### src/rtl/glb_stream_reader_if.sv
// Bundle of the control, RAM read port and output stream signals of
// glb_stream_reader. The master modport is the reader's own view.
interface glb_stream_reader_if #(
  parameter int DATA_WIDTH = 16,
  parameter int ADDR       = 10,
  parameter int LEN_W      = 11
);
  logic                  start;
  logic [ADDR-1:0]       base_addr;
  logic [LEN_W-1:0]      length;
  logic                  busy;
  logic                  done;
  logic                  bram_re;
  logic [ADDR-1:0]       bram_addr;
  logic [DATA_WIDTH-1:0] bram_rdata;
  logic [DATA_WIDTH-1:0] out_data;
  logic                  out_valid;
  logic                  out_ready;

  modport master (
    input  start, base_addr, length, bram_rdata, out_ready,
    output busy, done, bram_re, bram_addr, out_data, out_valid
  );

  modport slave (
    output start, base_addr, length, bram_rdata, out_ready,
    input  busy, done, bram_re, bram_addr, out_data, out_valid
  );
endinterface

### src/rtl/glb_stream_reader.sv
// Read-side port master for one GLB block RAM port. Fetches length words
// starting at base_addr (wrapping at DEPTH) and streams them through a
// 2-entry FIFO that absorbs the one-cycle RAM read latency and back-pressure.
module glb_stream_reader #(
  parameter int DATA_WIDTH = 16,
  parameter int DEPTH      = 1024,
  parameter int ADDR       = $clog2(DEPTH),
  parameter int LEN_W      = $clog2(DEPTH) + 1
) (
  input logic                 clk,
  input logic                 reset,
  glb_stream_reader_if.master bus
);

  typedef enum logic [1:0] {
    IDLE  = 2'd0,
    READ  = 2'd1,
    DRAIN = 2'd2,
    DONE  = 2'd3
  } state_t;

  localparam logic [ADDR:0] DEPTH_W = (ADDR+1)'(DEPTH);

  state_t                state_r;
  state_t                state_next_s;

  logic [LEN_W-1:0]      length_r;
  logic [LEN_W-1:0]      issued_r;
  logic [LEN_W-1:0]      issued_next_s;
  logic [ADDR-1:0]       addr_ptr_r;
  logic [ADDR-1:0]       issue_addr_s;
  logic                  issue_s;

  logic                  busy_r;
  logic                  done_r;
  logic                  bram_re_r;
  logic [ADDR-1:0]       bram_addr_r;

  logic [DATA_WIDTH-1:0] buf_r [2];
  logic                  wr_ptr_r;
  logic                  rd_ptr_r;
  logic [1:0]            count_r;
  logic                  push_s;
  logic                  pop_s;
  logic [2:0]            occ_s;
  logic                  room_s;

  // Next address with explicit wrap so DEPTH need not be a power of two.
  function automatic logic [ADDR-1:0] addr_inc(input logic [ADDR-1:0] a);
    logic [ADDR:0] sum;
    logic [ADDR:0] diff;
    sum  = {1'b0, a} + {{ADDR{1'b0}}, 1'b1};
    diff = sum - DEPTH_W;
    if (sum >= DEPTH_W) begin
      addr_inc = diff[ADDR-1:0];
    end else begin
      addr_inc = sum[ADDR-1:0];
    end
  endfunction

  // A read issued last cycle always lands in the FIFO this cycle.
  assign push_s = bram_re_r;
  assign pop_s  = (count_r != 2'd0) & bus.out_ready;

  // Occupancy after this edge if nothing new is issued; issue only below 2.
  always_comb begin
    occ_s  = {1'b0, count_r} + {2'b00, bram_re_r} - {2'b00, pop_s};
    room_s = (occ_s < 3'd2);
  end

  // Next-state and read-issue decision.
  always_comb begin
    state_next_s  = state_r;
    issue_s       = 1'b0;
    issue_addr_s  = addr_ptr_r;
    issued_next_s = issued_r;
    case (state_r)
      IDLE: begin
        if (bus.start) begin
          if (bus.length != {LEN_W{1'b0}}) begin
            state_next_s  = READ;
            issue_s       = 1'b1;
            issue_addr_s  = bus.base_addr;
            issued_next_s = LEN_W'(1'b1);
          end else begin
            state_next_s = DONE;
          end
        end else begin
          state_next_s = IDLE;
        end
      end
      READ: begin
        if (issued_r < length_r) begin
          if (room_s) begin
            issue_s       = 1'b1;
            issued_next_s = issued_r + LEN_W'(1'b1);
            if (issued_next_s == length_r) begin
              state_next_s = DRAIN;
            end else begin
              state_next_s = READ;
            end
          end else begin
            state_next_s = READ;
          end
        end else begin
          state_next_s = DRAIN;
        end
      end
      DRAIN: begin
        if ((count_r == 2'd0) && !bram_re_r) begin
          state_next_s = DONE;
        end else begin
          state_next_s = DRAIN;
        end
      end
      DONE: begin
        state_next_s = IDLE;
      end
      default: begin
        state_next_s = IDLE;
      end
    endcase
  end

  // State register.
  always_ff @(posedge clk or posedge reset) begin
    if (reset) begin
      state_r <= IDLE;
    end else begin
      state_r <= state_next_s;
    end
  end

  // Registered status, RAM port and transfer bookkeeping.
  always_ff @(posedge clk or posedge reset) begin
    if (reset) begin
      busy_r      <= 1'b0;
      done_r      <= 1'b0;
      bram_re_r   <= 1'b0;
      bram_addr_r <= {ADDR{1'b0}};
      addr_ptr_r  <= {ADDR{1'b0}};
      issued_r    <= {LEN_W{1'b0}};
      length_r    <= {LEN_W{1'b0}};
    end else begin
      busy_r    <= (state_next_s == READ) || (state_next_s == DRAIN);
      done_r    <= (state_next_s == DONE);
      bram_re_r <= issue_s;
      if (issue_s) begin
        bram_addr_r <= issue_addr_s;
        addr_ptr_r  <= addr_inc(issue_addr_s);
        issued_r    <= issued_next_s;
      end
      if ((state_r == IDLE) && bus.start) begin
        length_r <= bus.length;
      end
    end
  end

  // Two-entry in-order FIFO between RAM read data and the output stream.
  always_ff @(posedge clk or posedge reset) begin
    if (reset) begin
      buf_r[0] <= {DATA_WIDTH{1'b0}};
      buf_r[1] <= {DATA_WIDTH{1'b0}};
      wr_ptr_r <= 1'b0;
      rd_ptr_r <= 1'b0;
      count_r  <= 2'd0;
    end else begin
      if (push_s) begin
        buf_r[wr_ptr_r] <= bus.bram_rdata;
        wr_ptr_r        <= ~wr_ptr_r;
      end
      if (pop_s) begin
        rd_ptr_r <= ~rd_ptr_r;
      end
      case ({push_s, pop_s})
        2'b10:   count_r <= count_r + 2'd1;
        2'b01:   count_r <= count_r - 2'd1;
        default: count_r <= count_r;
      endcase
    end
  end

  assign bus.busy      = busy_r;
  assign bus.done      = done_r;
  assign bus.bram_re   = bram_re_r;
  assign bus.bram_addr = bram_addr_r;
  assign bus.out_valid = (count_r != 2'd0);
  assign bus.out_data  = buf_r[rd_ptr_r];

endmodule

### src/flat_wrapper.sv
// flat-port wrapper written by rule: the top's interface ports become plain ports
module glb_stream_reader_flat 
#(
  parameter int DATA_WIDTH = 16,
  parameter int DEPTH      = 1024,
  parameter int ADDR       = $clog2(DEPTH),
  parameter int LEN_W      = $clog2(DEPTH) + 1
)
  (clk, reset, bus_start, bus_base_addr, bus_length, bus_bram_rdata, bus_out_ready, bus_busy, bus_done, bus_bram_re, bus_bram_addr, bus_out_data, bus_out_valid);
  glb_stream_reader_if #(.DATA_WIDTH(DATA_WIDTH), .ADDR(ADDR), .LEN_W(LEN_W)) bus_i ();
  input logic clk;
  input logic reset;
  input wire logic [$bits(bus_i.start)-1:0] bus_start;
  input wire logic [$bits(bus_i.base_addr)-1:0] bus_base_addr;
  input wire logic [$bits(bus_i.length)-1:0] bus_length;
  input wire logic [$bits(bus_i.bram_rdata)-1:0] bus_bram_rdata;
  input wire logic [$bits(bus_i.out_ready)-1:0] bus_out_ready;
  output wire logic [$bits(bus_i.busy)-1:0] bus_busy;
  output wire logic [$bits(bus_i.done)-1:0] bus_done;
  output wire logic [$bits(bus_i.bram_re)-1:0] bus_bram_re;
  output wire logic [$bits(bus_i.bram_addr)-1:0] bus_bram_addr;
  output wire logic [$bits(bus_i.out_data)-1:0] bus_out_data;
  output wire logic [$bits(bus_i.out_valid)-1:0] bus_out_valid;
  assign bus_i.start = bus_start;
  assign bus_i.base_addr = bus_base_addr;
  assign bus_i.length = bus_length;
  assign bus_i.bram_rdata = bus_bram_rdata;
  assign bus_i.out_ready = bus_out_ready;
  assign bus_busy = bus_i.busy;
  assign bus_done = bus_i.done;
  assign bus_bram_re = bus_i.bram_re;
  assign bus_bram_addr = bus_i.bram_addr;
  assign bus_out_data = bus_i.out_data;
  assign bus_out_valid = bus_i.out_valid;
  glb_stream_reader #(.DATA_WIDTH(DATA_WIDTH), .DEPTH(DEPTH), .ADDR(ADDR), .LEN_W(LEN_W)) u_core (.clk(clk), .reset(reset), .bus(bus_i));
endmodule
### config.mk
export PLATFORM = sky130hd
export DESIGN_NAME = glb_stream_reader_flat
export DESIGN_NICKNAME = d
export VERILOG_FILES = /design/src/rtl/glb_stream_reader_if.sv /design/src/rtl/glb_stream_reader.sv /design/src/flat_wrapper.sv
export SDC_FILE = /design/constraint.sdc
export NUM_CORES = 1
export LEC_CHECK = 0
export CAP_MARGIN = 10
export CORE_MARGIN = 3
export CORE_UTILIZATION = 50
export DETAILED_ROUTE_END_ITERATION = 7
export DONT_BUFFER_PORTS = 1
export GPL_ROUTABILITY_DRIVEN = 0
export PLACE_DENSITY_LB_ADDON = 0.08
export SLEW_MARGIN = 20
export SYNTH_ARGS = -nofsm -noshare
export SYNTH_HDL_FRONTEND = slang
export SYNTH_SLANG_ARGS = --single-unit
export TNS_END_PERCENT = 50
### constraint.sdc
create_clock -name clk -period 4.1 [get_ports clk]
set_clock_uncertainty 0.1 [all_clocks]
set_input_delay 1.025 -clock clk [delete_from_list [all_inputs] [get_ports clk]]
set_output_delay 1.025 -clock clk [all_outputs]
set_load 0.01 [all_outputs]
Word level (Yosys, flattened, before mapping)

Cells that the tools add are included.

Bits in registers: 83
Output and inout port bits: 30

Add/subtract/negate cells: 7
$lt $le $gt $ge: 6
Equality and inequality tests: 13
Multiplexer cells: 28
Bitwise operators: 5
Reduce and logical (&&, ||, !) cells: 12

Operators with widths:

| operator                                                              | number |
|---|---|
| 16-bit two-way mux                                                    | 4 |
| 11-bit two-way mux                                                    | 4 |
| 10-bit two-way mux                                                    | 4 |
| 32-bit bitwise mux                                                    | 1 |
| 11-bit one-hot mux with 2 select lines                                | 1 |
| 16-bit demux with 1-bit select                                        | 1 |
| 10-bit by 1-bit adder with 11-bit output, second input constant       | 1 |
| 11-bit by 1-bit adder with 11-bit output, second input constant       | 1 |
| 11-bit equality test                                                  | 1 |
| 11-bit greater-or-equal comparator, second input constant             | 1 |
| 11-bit < comparator                                                   | 1 |
| 11-bit nonzero test                                                   | 1 |
| 2-bit equality test, second input constant                            | 5 |
| 2-bit two-way mux                                                     | 5 |
| 10-bit by 1-bit subtractor with 10-bit output, second input constant  | 1 |
| 2-bit one-hot mux with 4 select lines                                 | 1 |
| 2-bit by 1-bit equality test with 1-bit output, second input constant | 3 |
| 2-bit by 1-bit != test with 1-bit output, second input constant       | 3 |
| 6-bit AND reduction                                                   | 1 |
| 2-bit nonzero test                                                    | 3 |
| 1-bit two-way mux                                                     | 5 |
| 2-bit greater-or-equal comparator, second input constant              | 2 |
| 2-bit zero test                                                       | 2 |
| 1-bit inverter with 2-bit output                                      | 2 |
| 14 further kinds                                                      | 17 |

Depth between registers and ports, before layout

Word-level depth: 9
Mapped depth: 14
Gate-level depth less buffers: 13

Worst setup path before layout

OpenSTA, ideal clock, no wires.

Path type: input port to flip-flop
Start point: input bus_out_ready
End point: register u_core.busy_r (netlist: u_core.bus.busy)
Setup time: 0.126 ns
Arrival time: 3.120 ns
Path slack: 0.754 ns
Cell stages on the path: 10
Buffers on the path: 0
Cells stage by stage: xor2_1 nand2_1 fa_1 xnor2_1 nand2_2 nand4b_1 nor4_1 a211oi_2 a211oi_1 ha_1

Cells in the longest elaborated chain, start to end: 8
Elaborated cells on any way between the ends: 9
Classes of those cells: 1 x add/sub; 1 x order compare; 2 x eq/ne; 3 x mux; 1 x bitwise; 1 x reduce/logical

RTL lines:

| element                                                                                      | line                     | source |
|---|---|---|
| from (decl)                                                                                  | flat_wrapper.sv:17       | `input wire logic [$bits(bus_i.out_ready)-1:0] bus_out_ready;` |
| 1-bit AND *                                                                                  | glb_stream_reader.sv:63  | `assign pop_s = (count_r != 2'd0) & bus.out_ready;` |
| 3-bit by 1-bit subtractor with 3-bit output *                                                | glb_stream_reader.sv:67  | `occ_s = {1'b0, count_r} + {2'b00, bram_re_r} - {2'b00, pop_s};` |
| 3-bit by 2-bit < comparator with 1-bit output *                                              | glb_stream_reader.sv:68  | `room_s = (occ_s < 3'd2);` |
| 2-bit two-way mux *                                                                          | glb_stream_reader.sv:94  | `if (room_s) begin` |
| 2-bit two-way mux *                                                                          | glb_stream_reader.sv:93  | `if (issued_r < length_r) begin` |
| 2-bit one-hot mux with 4 select lines *                                                      | glb_stream_reader.sv:77  | `case (state_r)` |
| named net u_core.state_next_s[1]                                                             | glb_stream_reader.sv:25  | `state_t state_next_s;` |
| 2-bit by 1-bit equality test with 1-bit output / 2-bit equality test (equally long branches) | glb_stream_reader.sv:145 | `busy_r <= (state_next_s == READ) \|\| (state_next_s == DRAIN);` |
| 1-bit logical OR *                                                                           | glb_stream_reader.sv:145 |  |
| to (signal assigned)                                                                         | glb_stream_reader.sv:145 |  |
| to (decl)                                                                                    | glb_stream_reader.sv:34  | `logic busy_r;` |

Mark *: on every way through the listed nets, which the timed path passes. The rest lies on a longest branch.
A chain may end at the register's enable or synchronous reset.

Worst setup path after layout

Start point: register u_core.count_r[1]
End point: register u_core.busy_r (netlist: u_core.bus.busy)

Cells in the longest elaborated chain, start to end: 9
Elaborated cells on any way between the ends: 14
Classes of those cells: 2 x add/sub; 1 x order compare; 2 x eq/ne; 4 x mux; 1 x bitwise; 4 x reduce/logical

RTL lines:

| element                                                                                      | line                     | source |
|---|---|---|
| from (decl)                                                                                  | glb_stream_reader.sv:42  | `logic [1:0] count_r;` |
| from (signal assigned)                                                                       | glb_stream_reader.sv:176 | `2'b10: count_r <= count_r + 2'd1;` |
| from (signal assigned)                                                                       | glb_stream_reader.sv:177 | `2'b01: count_r <= count_r - 2'd1;` |
| from (signal assigned)                                                                       | glb_stream_reader.sv:178 | `default: count_r <= count_r;` |
| 2-bit nonzero test *                                                                         | n/a                      |  |
| named net bus_out_valid                                                                      | flat_wrapper.sv:23       | `output wire logic [$bits(bus_i.out_valid)-1:0] bus_out_valid;` |
| 1-bit AND *                                                                                  | glb_stream_reader.sv:63  |  |
| 3-bit by 1-bit subtractor with 3-bit output *                                                | glb_stream_reader.sv:67  |  |
| 3-bit by 2-bit < comparator with 1-bit output *                                              | glb_stream_reader.sv:68  |  |
| 2-bit two-way mux *                                                                          | glb_stream_reader.sv:94  |  |
| 2-bit two-way mux *                                                                          | glb_stream_reader.sv:93  |  |
| 2-bit one-hot mux with 4 select lines *                                                      | glb_stream_reader.sv:77  |  |
| named net u_core.state_next_s[1]                                                             | glb_stream_reader.sv:25  |  |
| 2-bit by 1-bit equality test with 1-bit output / 2-bit equality test (equally long branches) | glb_stream_reader.sv:145 |  |
| 1-bit logical OR *                                                                           | glb_stream_reader.sv:145 |  |

Marks and branches as above.

==> summary.txt <==
Pwr
  – Clock share of power: 0.157
  – Pwr dens: 774 nW/µm²
  – VDD IR max: 468 µV
  – Sequential share of power: 0.394
  – Tot Pwr: 3.92 mW
  – Int Power: 2.31 mW
  – Combinational power share: 0.449
  – Sw Pwr: 1.61 mW
  – Switching Share: 0.411
  – Leak: 2.17 nW

Clock tree
  – Clock Tree Buf Depth: 2
  – Clock slew at reported path FFs: roughly 80 ps
  – CTS tree: yes
  – Total CTS buffers: 9
  – Post-CTS setup buffer count: 0
  – Skew-Pair Late Insertion Delay: 360 ps
  – H-tree Lvls: 3
  – Post-CTS sizing: 0
  – Root Buffer Master: clkbuf_8
  – Hold buffers post-CTS: 0
  – Sink Count: 83

Status
  – Status: finished clean

Worst setup path
  – CP Max Fanout: 5
  – Crit start category: flop
  – Crit path capture type: flop
  – Setup Crit Path Kind: flop to flop
  – Arr. time, crit path: 3430 ps
  – Worst endpoint required time: 4240 ps

Cells and area
  – Final net count: 506
  – Final core occ: 0.564
  – ANT cells: 0
  – Design area: a little over 5000 µm²
  – Layout cells sized above 1: 0.207
  – Layout area overhead: 6.61%

Synth
  – Mapped Nets: 510
  – Unique masters post-synth: 66
  – Synthesis Warnings: 0
  – Post-synth EDFFs: 0
  – Seq/Total Area, Yosys: 0.437
  – Yosys reg bits: 83
  – Syn Area/Cell: 10.5 µm²
  – Syn Inst Count: about 450
  – Synth area leader: dfrtp_1
  – Synth top area share: 0.437
  – Main flop type after synthesis: dfrtp_1
  – Top post-synthesis cells by area: dfrtp_1 44%, mux2_2 12%, nand2_1 4.2%, ha_1 4.0%, nand3_1 2.8%
  – Post-Syn Area: about 4800 µm²
  – Ys async rst share: 1.00

Routing
  – Post-route ant nets: 0
  – Drt pass-1 iters: 4
  – DRT iter0 DRCs: 178
  – Average wire per standard cell: roughly 18 µm
  – Vias per cell: around 5.9
  – Routed via count: ~3,400
  – Remaining DRCs: 0
  – Routed WL: 10,400 µm

Timing
  – Peak Freq: 303 MHz
  – Slew headroom: 0.493
  – Fin Hold WS: between 300 and 400 ps
  – Finish-stage setup viols: 0
  – Pins Over Slew Limit: 0
  – Slew @ Worst Pin: 760 ps
  – Final min period: roughly 3300 ps
  – Setup TNS: 0 ps
  – Unrepaired setup endpoints after global routing: no
  – Fin crit share: 0.805
  – Final Hold Viols: 0

Placed design
  – Post-DP HPWL: 7390 µm
  – Port Buffers: 0
  – DP Area: 4860 µm²

Floorplan
  – DIE HEIGHT: 103 µm
  – FP Rows: 34
  – Die area: about 11,000 µm²
  – Initial Util: 0.529
  – Die X: 103 µm
  – IO Count: 71
  – Core Area: 8980 µm²

GRT
  – Initial antenna violation count: 0
  – Gr usage total: 0.200
  – Remaining global-route overflow: 0
  – Vias in the first global route: between 3,000 and 4,000
  – Largest net degree at the start of global routing: 56
  – First-pass GRT wire length: 16,700 µm

Job
  – Max Cap Violations: 0

Worst hold path
  – Worst min-delay path class: flop to flop
cells in the final DEF, fill, tap and decap left out, types with 3 or more instances in the layout:
cell and count:
inv_1 20, nand3_1 27, o31a_1 3, nand2_1 53
clkbuf_8 9, o211ai_1 15, ha_1 15, nand4_1 6
mux2i_1 3, or3_1 3, a21o_1 3, xor2_1 10
buf_4 9, nor2_1 14, o21ai_0 16, o221ai_1 3
nor3_1 6, dfrtp_1 83, mux2_4 3, xnor2_1 14
or4_1 3, xnor3_1 3, and3_1 7, mux2_2 49
nor4_1 7, a221o_1 3, o31ai_1 4, a31oi_1 8
a21oi_1 6
worst paths after layout:
path | from | end | slack, ps | cells after the start
max in group asynchronous | reset | u_core.buf_r[24] | 2650 | 2
min in group asynchronous | reset | u_core.length_r[10] | 540 | 1
setup reg to reg | u_core.count_r[1] | u_core.bus.busy | 800 | 13
hold reg to reg | u_core.wr_ptr_r | u_core.wr_ptr_r | 390 | 1
setup / recovery | u_core.count_r[1] | u_core.bus.busy | 800 | 13
hold / removal | u_core.wr_ptr_r | u_core.wr_ptr_r | 390 | 1
worst max-delay path: stages, from the launching register on:
cell	delay (ps)
dfrtp_1	450
inv_1	130
nand2_1	160
nand2_1	140
or2_2	130
inv_1	50
fa_1	420
xnor2_1	180
nand2_2	130
nand4b_1	190
nor4_1	360
a211oi_2	150
a211oi_1	310
ha_1	290
synth_stat cells, drive strengths merged (2+ instances only):
cell type / number
o221ai: 3
o31a: 3
nand3: 28
buf: 15
o211ai: 15
mux2i: 3
o21ai: 18
xnor2: 14
or2: 3
a221o: 3
nand4: 7
inv: 22
a21oi: 7
clkbuf: 9
a21o: 3
mux2: 52
dfrtp: 83
nor2b: 3
nor4: 7
xor2: 11
or3: 4
and3: 7
a211oi: 3
o31ai: 4
o211a: 2
or4: 3
nor2: 15
ha: 15
a31oi: 9
and2: 3
nor3: 7
nand2: 54
xnor3: 3
o22ai: 2
final cells by class:
type / count / area [µm²]
tap: 126 / 158
clock inverter: 7 / 83.8
sequential: 83 / 2080
inverter: 22 / 87.6
fill: 794 / 3910
clock buffer: 9 / 124
multi-input combinational: 324 / 2470
timing repair buffer: 9 / 67.6
state kept, by name, summed over array words and instances (netlist names):
name                  flops
u_core.addr_ptr_r        10
u_core.buf_r             32
u_core.bus.bram_addr     10
u_core.bus.bram_re        1
u_core.bus.busy           1
u_core.bus.done           1
u_core.count_r            2
u_core.issued_r          11
u_core.length_r          11
u_core.rd_ptr_r           1
u_core.state_r            2
u_core.wr_ptr_r           1
per-stage QoR:
step / worst slack [ps] / instances
2_1_floorplan: 754 / 453
3_5_place_dp: 527 / 564
6_report: 801 / 580
3_3_place_gp: 642 / 564
5_1_grt: 501 / 580
4_1_cts: 764 / 580
cell families (layout without fill, tap and decap cells):
kind of cell,Yosys count,count (layout),share of synthesized area
AOI/OAI and AO/OA,79,79,0.124
muxes,55,55,0.132
xor gates and xnor gates,28,28,0.0619
DFF,83,83,0.437
adders and majority gates,16,16,0.0437
buffers and inverters,46,47,0.0435
and+or+nand+nor,146,146,0.158
metal layers:
layer  up-vias  GRT usage  wire, µm
met2        93      0.329      4960
met1      1675      0.265      4550
li1       1622          -         -
met5         -          0         0
met4         0     0.0588       121
met3        11     0.0423       728
power by group through the flow:
stage,logic [mW],clock network (mW),registers [mW]
5_1_grt,1.95,0.672,1.60
2_1_floorplan,1.51,0,1.42
3_5_place_dp,1.75,0,1.57
6_report,1.76,0.615,1.54
3_3_place_gp,1.74,0,1.55
4_1_cts,1.77,0.634,1.55
(Power assumes the default switching activity.)
